`src/rtl/sevenseg_pkg.sv`:
```
// Shared constants for the multiplexed seven-segment scanner:
// segment table, blank pattern and display mode encoding.
package sevenseg_pkg;

  // Segments {g,f,e,d,c,b,a}, entry n is the glyph for hex digit n.
  localparam logic [15:0][6:0] SEG_TABLE = {
    7'h71, 7'h79, 7'h5E, 7'h39,
    7'h7C, 7'h77, 7'h6F, 7'h7F,
    7'h07, 7'h7D, 7'h6D, 7'h66,
    7'h4F, 7'h5B, 7'h06, 7'h3F
  };

  localparam logic [6:0] SEG_BLANK = 7'h00;

  typedef enum logic [1:0] {
    MODE_HEX = 2'd0,
    MODE_LZB = 2'd1,
    MODE_OFF = 2'd2
  } mode_e;

endpackage

```
`src/rtl/sevenseg_scan_key.sv`:
```
// Pushbutton conditioning: 2-flop synchroniser, counter debouncer
// and a single-cycle pulse on each accepted press.
module key_debounce #(
  parameter int DEBOUNCE_CYCLES = 50000
) (
  input  logic clk,
  input  logic rst,
  input  logic key_in,
  output logic press
);

  localparam int CW = $clog2(DEBOUNCE_CYCLES);

  logic [1:0]    r_sync;
  logic          r_level;
  logic          r_prev;
  logic [CW-1:0] r_cnt;

  always_ff @(posedge clk) begin
    if (!rst) begin
      r_sync  <= '0;
      r_level <= 1'b0;
      r_prev  <= 1'b0;
      r_cnt   <= '0;
    end else begin
      r_sync <= {r_sync[0], key_in};
      r_prev <= r_level;
      // Any sample matching the accepted level restarts the run.
      if (r_sync[1] == r_level) begin
        r_cnt <= '0;
      end else if (r_cnt == CW'(DEBOUNCE_CYCLES - 1)) begin
        r_level <= r_sync[1];
        r_cnt   <= '0;
      end else begin
        r_cnt <= r_cnt + 1'b1;
      end
    end
  end

  assign press = r_level & ~r_prev;

endmodule

```
`src/rtl/sevenseg_scan.sv`:
```
// Time-multiplexed hex display driver with frame snapshots and a
// debounced mode key cycling HEX / leading-zero blank / OFF.
import sevenseg_pkg::*;

module sevenseg_scan #(
  parameter int NUM_DIGITS      = 4,
  parameter int SCAN_DIV        = 1000,
  parameter int DEBOUNCE_CYCLES = 50000
) (
  input  logic                    clk,
  input  logic                    rst,
  input  logic                    key,
  input  logic [4*NUM_DIGITS-1:0] enc,
  input  logic [NUM_DIGITS-1:0]   dp_en,
  output logic [6:0]              seg_d,
  output logic                    dot,
  output logic [NUM_DIGITS-1:0]   dig_sel
);

  localparam int SW = $clog2(SCAN_DIV);
  localparam int IW = (NUM_DIGITS > 1) ? $clog2(NUM_DIGITS) : 1;

  logic [SW-1:0]           r_scan;
  logic [IW-1:0]           r_idx;
  logic [4*NUM_DIGITS-1:0] r_enc;
  logic [NUM_DIGITS-1:0]   r_dp;
  mode_e                   r_mode;
  mode_e                   w_mode_nxt;

  logic                    w_press;
  logic                    w_frame;
  logic [4*NUM_DIGITS-1:0] w_enc;
  logic [NUM_DIGITS-1:0]   w_dp;
  logic [3:0]              w_nib;
  logic [NUM_DIGITS-1:0]   w_allz;
  logic                    w_run;
  logic                    w_blank;

  key_debounce #(
    .DEBOUNCE_CYCLES(DEBOUNCE_CYCLES)
  ) u_key (
    .clk   (clk),
    .rst   (rst),
    .key_in(key),
    .press (w_press)
  );

  // The frame-start edge decodes the values being captured.
  assign w_frame = (r_scan == '0) && (r_idx == '0);
  assign w_enc   = w_frame ? enc   : r_enc;
  assign w_dp    = w_frame ? dp_en : r_dp;
  assign w_nib   = w_enc[4*r_idx +: 4];

  always_ff @(posedge clk) begin
    if (!rst) begin
      r_scan <= '0;
      r_idx  <= '0;
      r_enc  <= '0;
      r_dp   <= '0;
    end else begin
      if (w_frame) begin
        r_enc <= enc;
        r_dp  <= dp_en;
      end
      if (r_scan == SW'(SCAN_DIV - 1)) begin
        r_scan <= '0;
        r_idx  <= (r_idx == IW'(NUM_DIGITS - 1)) ? '0 : r_idx + 1'b1;
      end else begin
        r_scan <= r_scan + 1'b1;
      end
    end
  end

  always_ff @(posedge clk) begin
    if (!rst) r_mode <= MODE_HEX;
    else      r_mode <= w_mode_nxt;
  end

  always_comb begin
    w_mode_nxt = r_mode;
    if (w_press) begin
      case (r_mode)
        MODE_HEX: w_mode_nxt = MODE_LZB;
        MODE_LZB: w_mode_nxt = MODE_OFF;
        default:  w_mode_nxt = MODE_HEX;
      endcase
    end
  end

  // w_allz[i]: nibbles i..NUM_DIGITS-1 are all zero.
  always_comb begin
    w_allz = '0;
    w_run  = 1'b1;
    for (int i = NUM_DIGITS - 1; i >= 0; i--) begin
      w_run     = w_run & (w_enc[4*i +: 4] == 4'h0);
      w_allz[i] = w_run;
    end
  end

  assign w_blank = (r_mode == MODE_LZB) && (r_idx != '0) && w_allz[r_idx];

  always_ff @(posedge clk) begin
    if (!rst) begin
      seg_d   <= SEG_BLANK;
      dot     <= 1'b0;
      dig_sel <= '0;
    end else begin
      dig_sel <= NUM_DIGITS'(1) << r_idx;
      if (r_mode == MODE_OFF) begin
        seg_d <= SEG_BLANK;
        dot   <= 1'b0;
      end else begin
        seg_d <= w_blank ? SEG_BLANK : SEG_TABLE[w_nib];
        dot   <= w_dp[r_idx];
      end
    end
  end

endmodule

```
`config.mk`:
```
export PLATFORM = sky130hd
export DESIGN_NAME = sevenseg_scan
export DESIGN_NICKNAME = d
export VERILOG_FILES = /design/src/rtl/sevenseg_pkg.sv /design/src/rtl/sevenseg_scan_key.sv /design/src/rtl/sevenseg_scan.sv
export SDC_FILE = /design/constraint.sdc
export NUM_CORES = 1
export LEC_CHECK = 0
export BUFFER_PORTS_ARGS = -buffer_cell sky130_fd_sc_hd__buf_2
export CORE_MARGIN = 10
export CORE_UTILIZATION = 35
export DETAILED_ROUTE_END_ITERATION = 8
export GPL_TIMING_DRIVEN = 0
export HOLD_SLACK_MARGIN = 0.08
export PLACE_DENSITY_LB_ADDON = 0.1
export SETUP_SLACK_MARGIN = 0.1
export SLEW_MARGIN = 10
export SYNTH_ARGS = -nofsm -noshare
export SYNTH_HDL_FRONTEND = slang
export SYNTH_SLANG_ARGS = --single-unit
```
`constraint.sdc`:
```
create_clock -name clk -period 8.15 [get_ports clk]
set_input_delay 1.63 -clock clk [delete_from_list [all_inputs] [get_ports clk]]
set_output_delay 1.63 -clock clk [all_outputs]
set_load 0.02 [all_outputs]
```
==> impl_metrics.py <==
metrics = {
    "drt": {
        "ant_nets": 0,
        "drc_errors": 0,
        "wirelength_mm": 7.02,
        "drt-initial-drc-count": 74,
        "vias": 2337,
        "vias_per_cell": 4.96,
        "wl_per_cell_um": 14.9,
        "first_pass_iters": 4,
    },
    "timing": {
        "slew_violations": 0,
        "finalHoldViolCount": 0,
        "setup_viol": 0,
        "final.setup.tns_ps": 0,
        "holdWs_ps": 434,
        "max_slew_margin_pct": 48.9,
        "finalCritPeriodShare_pct": 48.4,
        "grt_setup_unrepaired": "false",
        "fin_skew_ps": 13.0,
        "period_minus_slack_ps": 3940,
        "worst_pin_slew_ps": 763,
        "fmax_ghz": 0.254,
    },
    "hold_path": {
        "hold_class": "register to register",
    },
    "floorplan": {
        "dieArea_mm2": 0.0133,
        "initial_core_util_pct": 36.3,
        "row_count": 34,
        "core_mm2": 0.00881,
        "die_w_um": 116,
        "die_h_um": 116,
        "ios": 35,
    },
    "finish": {
        "final_cell_mix": "66 x dfxtp_1, 38 x nor2_1, 35 x buf_2, 30 x mux2i_1, 28 x nor2b_1",
        "n_antenna_cell": 0,
        "fillers": 889,
        "finalNonFillerCells": 471,
        "fin_nets": 395,
        "final_common_cell": "dfxtp_1",
        "drive_gt1_share_pct": 18.7,
        "syn_to_final_growth_pct": 15.9,
    },
    "logic_synthesis": {
        "syn_area_mm2": 0.00319,
        "synth_seq_cells": 66,
        "synth.yosys.seq_area_share_pct": 41.4,
        "avgSynthCellArea_um2": 10.1,
        "synth.distinct_cells": 42,
        "synthCells": 316,
        "ys_warn_count": 0,
        "syn-num-nets": 351,
    },
    "critical_path": {
        "cp_max_fo": 10,
        "cpPeakStageDelay_ps": 530,
        "crit_arrival_ps": 4220,
        "crit_required_ps": 8430,
        "crit_chain": "buf_1 > inv_1 > ha_1 > and4bb_2 > nand3_2 > buf_6 > mux4_2 > mux2_2 > ha_1 > nor2b_1 > mux2_2 > o21ai_1 > o311a_1",
        "critical-path-top-delay-family": "multiplexers",
        "crit_slowest_cell": "mux4_2",
        "endpoint_kind": "register",
        "worst-path-buf-inv": 3,
        "path_class": "register to register",
        "start_kind": "register",
    },
    "clocking": {
        "post-cts-setup-buffers": 0,
        "cts_tree": "done",
        "htree_levels": 3,
        "cts_max_path_buffers": 2,
        "cts.clk_slew.worst_paths_ps": 60,
        "clock-root-buffer": "clkbuf_8",
        "cts.sinks": 66,
        "clk_latency_ps": 350,
        "post_cts_resized": 0,
        "cts_inserted_buffers": 9,
        "cts_hold_buf": 0,
    },
    "global_routing": {
        "grt_pass1_wl_mm": 11.6,
        "grt_pass1_vias": 2330,
        "antenna_found_initial": 0,
        "grt_max_degree": 11,
        "globalRouteOverflowTotal": 0,
        "grt.total_usage_pct": 10.9,
    },
    "placed_design": {
        "dp_cells": 457,
        "gp_congestion": 0.765,
        "portBuffers": 33,
        "hpwl_mm": 5.20,
    },
    "pwr": {
        "p_leak_uw": 0.00152,
        "ir_worst_vdd_v": 0.0000693,
        "power_density_mw_per_mm2": 212,
    },
    "outcome": {
        "outcome": "completed",
    },
    "job": {
        "cap_viol_max_count": 0,
    },
}
## worst paths after layout
path | cells past startpoint | endpoint | slack [ps] | from
min | 1 | u_key.r_sync[1] | 430 | u_key.r_sync[0]
max reg2reg | 13 | seg_d[3] | 4210 | r_idx[0]
min reg2reg | 1 | u_key.r_sync[1] | 430 | u_key.r_sync[0]
max | 13 | seg_d[3] | 4210 | r_idx[0]
## routing by layer
layer  GRT usage, %  wire length [um]  up-vias
li1               -                 -     1191
met1           14.7              3640     1093
met2           15.4              2920       38
met3           3.36               311       15
met4           5.66               153        0
met5              0                 0        -
## registers in the layout (all words and copies together) (netlist names)
name,flops
r_enc,16
r_idx,2
seg_d,7
dot,1
dig_sel,4
u_key.r_prev,1
u_key.r_cnt,16
r_mode,2
r_scan,10
u_key.r_sync,2
r_dp,4
u_key.r_level,1
## Yosys cell counts (all sizes together)
cell	n	area (um2)
dfxtp	66	1320
nor2	38	143
mux2i	32	345
nor2b	28	175
nand2	13	48.8
ha	12	150
xnor2	12	105
xor2	12	105
and3	10	62.6
nand3	10	55.1
inv	8	30.0
mux4	8	180
nor4	8	65.1
and2	7	43.8
clkbuf	6	22.5
buf	5	36.3
nand4	5	31.3
nor3	5	25.0
o21ai	5	25.0
mux2	3	33.8
o221a	3	33.8
o311a	3	30.0
a21oi	2	10.0
a31oi	2	12.5
nor3b	2	15.0
nor4b	2	17.5
or3	2	12.5
a22o	1	8.76
and4bb	1	12.5
nand2b	1	6.26
nand3b	1	7.51
o21a	1	7.51
o31a	1	8.76
or4	1	7.51
## kinds of logic (layout without fill, tap and decap cells)
| logic type | after synthesis | in the layout | synth area share, % |
|---|---|---|---|
| xor+xnor | 24 | 24 | 6.58 |
| compound gates | 18 | 18 | 4.27 |
| simple gates | 134 | 134 | 22.8 |
| flops | 66 | 66 | 41.4 |
| buf+inv | 19 | 66 | 2.78 |
| fa+ha+maj | 12 | 12 | 4.70 |
| mux | 43 | 43 | 17.5 |
## through the flow
| step | area [um2] | utilization [%] | total power [uW] | setup slack [ps] |
|---|---|---|---|---|
| after detailed placement | 3490 | 39.7 | 496 | 4190 |
| after CTS | 3700 | 42.0 | 796 | 4160 |
| after global routing | 3700 | 42.0 | 824 | 3960 |
| after floorplan | 3190 | - | 458 | 4810 |
| after global placement | 3490 | 39.7 | 495 | 4180 |
| final | 3700 | 42.0 | 786 | 4210 |
## layout make-up
| type | instances | area, um2 | area share (%) |
|---|---|---|---|
| well taps | 108 | 135 | 3.65 |
| repair buffers | 33 | 165 | 4.46 |
| clock inverters | 3 | 65.1 | 1.76 |
| inverters | 8 | 30.0 | 0.811 |
| plain buffers | 11 | 58.8 | 1.59 |
| multi-input cells | 231 | 1780 | 48.2 |
| flip-flops and latches | 66 | 1320 | 35.7 |
| clock buffers | 11 | 141 | 3.82 |
## power by group
part / switching, uW / internal (uW) / leakage, uW
clock network: 122 / 177 / 0.000105
registers: 8.23 / 340 / 0.000540
logic: 73.6 / 65.3 / 0.000878
total: 204 / 583 / 0.00152
Note: power is estimated with default switching activity, not from simulation.
